### config.mk
export PLATFORM = sky130hd
export DESIGN_NAME = dense_result_serializer
export DESIGN_NICKNAME = d
export VERILOG_FILES = /design/src/rtl/dense_result_serializer.sv
export SDC_FILE = /design/constraint.sdc
export NUM_CORES = 1
export LEC_CHECK = 0
export ABC_CLOCK_PERIOD_IN_PS = 3100
export CAP_MARGIN = 20
export CORE_MARGIN = 5
export CORE_UTILIZATION = 48
export CTS_BUF_LIST = sky130_fd_sc_hd__clkbuf_2 sky130_fd_sc_hd__clkbuf_4 sky130_fd_sc_hd__clkbuf_8
export CTS_CLUSTER_SIZE = 14
export DETAILED_ROUTE_END_ITERATION = 8
export PLACE_DENSITY = 0.79
export SYNTH_ARGS = -nofsm -noshare
export SYNTH_HDL_FRONTEND = slang
export SYNTH_SLANG_ARGS = --single-unit
### constraint.sdc
create_clock -name clk -period 3.1 [get_ports clk]
set_input_delay 0.62 -clock clk [delete_from_list [all_inputs] [get_ports clk]]
set_output_delay 0.62 -clock clk [all_outputs]
set_load 0.1 [all_outputs]
### src/rtl/dense_result_serializer.sv
// dense_result_serializer
// Captures the dense layer's parallel result vector, applies optional ReLU,
// saturates each element to OUT_W signed bits and streams the elements out
// one per beat on a valid/ready interface. All outputs are registered.
//
// Build option: define DENSE_RELU_EN to clamp negative elements to zero
// before saturation. Without it, elements are saturated as signed values.
//
// state   | meaning
// --------+------------------------------------------------------------
// S_IDLE  | waiting for a vector; in_ready=1 (after first edge out of reset)
// S_STREAM| presenting buf[idx] on the output port; out_valid=1
module dense_result_serializer #(
  parameter int N_OUT = 5,
  parameter int IN_W  = 32,
  parameter int OUT_W = 16,
  localparam int IDX_W = (N_OUT > 1) ? $clog2(N_OUT) : 1
) (
  input  logic                    clk,
  input  logic                    rst_n,
  input  logic                    in_valid,
  output logic                    in_ready,
  input  logic signed [IN_W-1:0]  in_result [0:N_OUT-1],
  output logic                    out_valid,
  input  logic                    out_ready,
  output logic signed [OUT_W-1:0] out_data,
  output logic [IDX_W-1:0]        out_index,
  output logic                    out_last,
  output logic                    out_sat
);

  typedef enum logic {S_IDLE = 1'b0, S_STREAM = 1'b1} state_t;

  localparam logic [IDX_W-1:0] LAST_IDX = IDX_W'(N_OUT - 1);

  // Saturation limits expressed at input width so comparisons stay signed.
  localparam logic signed [IN_W-1:0] SAT_MAX =
    {{(IN_W-OUT_W+1){1'b0}}, {(OUT_W-1){1'b1}}};
  localparam logic signed [IN_W-1:0] SAT_MIN =
    {{(IN_W-OUT_W+1){1'b1}}, {(OUT_W-1){1'b0}}};

  state_t                   state_q, state_d;
  logic [IDX_W-1:0]         idx_q, idx_d;
  logic signed [IN_W-1:0]   buf_q [0:N_OUT-1];
  logic                     capture;

  logic                     in_ready_q, in_ready_d;
  logic                     out_valid_q, out_valid_d;
  logic signed [OUT_W-1:0]  out_data_q, out_data_d;
  logic [IDX_W-1:0]         out_index_q, out_index_d;
  logic                     out_last_q, out_last_d;
  logic                     out_sat_q, out_sat_d;

  // Returns {clamped, value}: optional ReLU, then signed saturation.
  function automatic logic [OUT_W:0] proc(input logic signed [IN_W-1:0] x);
    logic signed [IN_W-1:0] v;
    logic [OUT_W:0]         r;
    v = x;
`ifdef DENSE_RELU_EN
    if (v[IN_W-1]) v = '0;
`endif
    if (v > SAT_MAX)      r = {1'b1, SAT_MAX[OUT_W-1:0]};
    else if (v < SAT_MIN) r = {1'b1, SAT_MIN[OUT_W-1:0]};
    else                  r = {1'b0, v[OUT_W-1:0]};
    return r;
  endfunction

  // State, index and output registers.
  always_ff @(posedge clk or negedge rst_n) begin
    if (!rst_n) begin
      state_q     <= S_IDLE;
      idx_q       <= '0;
      in_ready_q  <= 1'b0;
      out_valid_q <= 1'b0;
      out_data_q  <= '0;
      out_index_q <= '0;
      out_last_q  <= 1'b0;
      out_sat_q   <= 1'b0;
    end else begin
      state_q     <= state_d;
      idx_q       <= idx_d;
      in_ready_q  <= in_ready_d;
      out_valid_q <= out_valid_d;
      out_data_q  <= out_data_d;
      out_index_q <= out_index_d;
      out_last_q  <= out_last_d;
      out_sat_q   <= out_sat_d;
    end
  end

  // Vector buffer: written only on the capture edge.
  always_ff @(posedge clk or negedge rst_n) begin
    if (!rst_n) begin
      for (int i = 0; i < N_OUT; i++) buf_q[i] <= '0;
    end else if (capture) begin
      for (int i = 0; i < N_OUT; i++) buf_q[i] <= in_result[i];
    end
  end

  // Next state and next registered outputs. The output registers are loaded
  // with the element that will be presented next, so out_data is already
  // valid in the cycle after capture/advance.
  always_comb begin
    state_d     = state_q;
    idx_d       = idx_q;
    capture     = 1'b0;
    in_ready_d  = in_ready_q;
    out_valid_d = out_valid_q;
    out_data_d  = out_data_q;
    out_index_d = out_index_q;
    out_last_d  = out_last_q;
    out_sat_d   = out_sat_q;
    case (state_q)
      S_IDLE: begin
        in_ready_d  = 1'b1;
        out_valid_d = 1'b0;
        if (in_valid && in_ready_q) begin
          capture                 = 1'b1;
          state_d                 = S_STREAM;
          idx_d                   = '0;
          in_ready_d              = 1'b0;
          out_valid_d             = 1'b1;
          {out_sat_d, out_data_d} = proc(in_result[0]);
          out_index_d             = '0;
          out_last_d              = (LAST_IDX == '0);
        end
      end
      S_STREAM: begin
        if (out_ready) begin
          if (idx_q == LAST_IDX) begin
            state_d     = S_IDLE;
            idx_d       = '0;
            in_ready_d  = 1'b1;
            out_valid_d = 1'b0;
            out_data_d  = '0;
            out_index_d = '0;
            out_last_d  = 1'b0;
            out_sat_d   = 1'b0;
          end else begin
            idx_d                   = idx_q + 1'b1;
            out_valid_d             = 1'b1;
            {out_sat_d, out_data_d} = proc(buf_q[idx_d]);
            out_index_d             = idx_d;
            out_last_d              = (idx_d == LAST_IDX);
          end
        end
      end
      default: begin
        state_d = S_IDLE;
      end
    endcase
  end

  assign in_ready  = in_ready_q;
  assign out_valid = out_valid_q;
  assign out_data  = out_data_q;
  assign out_index = out_index_q;
  assign out_last  = out_last_q;
  assign out_sat   = out_sat_q;

endmodule
==> impl_metrics.toml <==
[worst_setup_path]
critPathCaptureType = "flop"
cp-endpoint = "out_data[11]"
regToRegSetupSlack_ps = 230
startpoint = "out_index[0]"
path_cells = "ha_1, xnor2_4, buf_4, nand3_1, a31oi_1, o211ai_1, nor4b_4, a31oi_2, buf_4, o21ai_1"
cp_top_family = "compound AO/OA/AOI/OAI gates"
worstSetupPathType = "flop to flop"
worstPathMaxFanout = 14
cp.arrival_ps = 3250
worst-endpoint-required_ps = 3470
cp.depth = 10
critPathSlowestCell = "dfrtp_4"
path_common_cell = "buf_4"
worstSetupStartpointType = "flop"
worstReg2RegStart = "out_index[0]"
worst_r2r_path_depth = 10
r2r_end = "out_data[11]"
path_buf_inv = 2
critPathMaxStageDelay_ps = 510

[place]
hpwl_mm = 16.8
port_buffers = 186
place.gp.congestion = 0.956
pre_cts_ws_ps = 186

[outcome]
outcome = "completed"

[synthesis]
synth_area_sq_um = 8780
ys_seq_area_share_pct = 52.5
synth.area.top_cells = "dfrtp_1 52%, mux2_2 22%, mux4_2 3.8%, mux2i_1 2.5%, o21ai_0 2.0%"
async_flop_share_pct = 100
synth_ff_type = "dfrtp_1"
syn_inst = 658
ys_seq_elements = 184
postSynthNetCount = 825
synth_edf_count = 0
yosys.area.top_type = "dfrtp_1"
synthTopCellsByCount = "184 x dfrtp_1, 169 x mux2_2, 35 x o21ai_0, 31 x nand2_1, 26 x clkbuf_1"
syn_avg_cell_area_sq_um = 13.3
synth_top_area_share_pct = 52.5
synth_cell_types = 54
synth.most_common_cell = "dfrtp_1"
yosysWarnings = 0

[cells_and_area]
diodes = 0
drive_gt1_share_pct = 35.0
syn_to_final_growth_pct = 28.2
final_nets = 1007

[drt]
drc = 0
drt_pre_antenna_iters = 5
avgRoutedWirePerCell_um = 20.9
wl_mm = 22.6
num_vias = 6246
postRouteAntennaNets = 0
vias_per_cell = 5.78
drt_iter0_drc = 387

[clock_tree]
cts-buffers-inserted = 17
cts_num_sinks = 184
htreeDepth = 4
hold_buffers = 0
cts_buffer_depth = 2
root_buffer = "clkbuf_8"
clkLatencyLatePin_ps = 460
cts_tree = "done"
clkTransAtPathRegs_ps = 90

[floorplan]
coreArea_sq_um = 18000
initial_core_util_pct = 48.9
die_h_um = 145
fp-row-count = 49
ioPinCount = 187
dieWidth_um = 145
die_area_sq_um = 21100

[global_route]
antenna_found_initial = 0
grt_pass1_vias = 6680
grt_pass1_wl_mm = 35.9
grt_use_total_pct = 21.1
grt_overflow = 0
grt_start_max_net_pins = 110

[sta]
max_slew_margin_pct = 51.8
finalSetupViolations = 0
fin_crit_sh_pct = 92.7
drv_slew = 0
tightest_slew_ps = 723
worst_hold_slack_ps = 138
fin_ws_ps = 226
finalHoldViolCount = 0
period_needed_ps = 2870
skew_ps = 15.8
max_freq_ghz = 0.348

[hold_path]
holdCritPathClass = "input port to async pin"

[power]
p_leak_nw = 4.82
powerDensity_nw_per_um2 = 1090
ir_drop_uv = 963

[run]
drv_cap = 0
## placed cells by master, fill, tap and decap left out, types with 3 or more instances in the layout
cell type        instances
dfrtp_1                182
clkbuf_8                20
nor4_1                   5
inv_1                    9
mux2i_1                 22
mux4_2                  15
buf_4                   41
o221ai_1                 5
and3_1                   4
o21ai_2                 10
and2_1                   3
nand2_1                 31
ha_1                     3
o22ai_2                 10
o22ai_1                  5
clkinvlp_4               4
a221o_1                  3
a22o_1                  15
buf_12                   3
nand4_1                  8
mux2_2                 169
nor4_2                   3
o21ai_1                  4
nor2_1                   4
a21oi_1                  7
o21ai_0                 35
nand3_1                 17
clkdlybuf4s50_1        162
nor3_1                   9
## layer usage
layer	GRT usage, %	part of all wire (%)
met5	0	0
met4	6.44	2.1
met3	4.77	5.9
met1	28.0	43
met2	34.9	49
## kinds of logic (layout without fill, tap and decap cells)
group | Yosys count | count (layout) | share of synthesized area [%]
AND/OR/NAND/NOR | 93 | 93 | 5.67
multiplexers | 206 | 206 | 28.0
AO/OA/AOI/OAI | 115 | 115 | 9.91
adder cells (fa/ha/maj) | 3 | 3 | 0.428
flip-flops | 184 | 184 | 52.5
XOR/XNOR | 2 | 2 | 0.371
buffers and inverters | 55 | 249 | 3.14
## through the flow
step	power (mW)	setup TNS [ps]	cell area, sq um	utilization (%)	cells
floorplan	9.11	0	8810	-	658
global placement	10.5	0	10900	60.6	1050
detailed placement	10.8	0	10900	60.6	1050
CTS	12.3	0	11300	62.6	1081
global route	13.0	-0.312	11300	62.7	1081
finish	12.3	0	11300	62.7	1081
## state kept, by name (all words and copies together), names as in the netlist
name and count:
state_q 1, in_ready 1, out_sat 1, out_last 1
out_valid 1, buf_q 160, out_data 16, out_index 3
## report_power, final
group          switching, mW  internal (mW)  total [mW]
sequential             0.689           3.54        4.23
combinational           3.64           2.90        6.54
clock                  0.849          0.694        1.54
total                   5.18           7.13        12.3
## worst reg2reg max path, cell delays in order, from the launching register on
cell and delay, ps:
dfrtp_4 510, ha_1 340, xnor2_4 290, buf_4 200, nand3_1 80, a31oi_1 330
o211ai_1 210, nor4b_4 310, a31oi_2 130, buf_4 250, o21ai_1 160
## cell type report
| type | count | area, sq um |
|---|---|---|
| flip-flops and latches | 184 | 4610 |
| repair buffers | 207 | 2000 |
| fillers | 1383 | 6710 |
| multi-input cells | 419 | 3940 |
| clock buffers | 21 | 277 |
| well taps | 229 | 287 |
| inverters | 11 | 41.3 |
| clock inverters | 10 | 96.3 |
## repair_timing
item,CTS,global route
setup endpoints to repair,0,11
setup buffers,0,0
gates resized for setup,0,2
## worst min-delay path by stage
stage               startpoint         end
finish                   rst_n   buf_q[89]
global route             rst_n   buf_q[86]
CTS                      rst_n   buf_q[89]
detailed placement  buf_q[159]  buf_q[159]
global placement    buf_q[159]  buf_q[159]
floorplan                rst_n    buf_q[0]
Note: power is estimated with default switching activity, not from simulation.
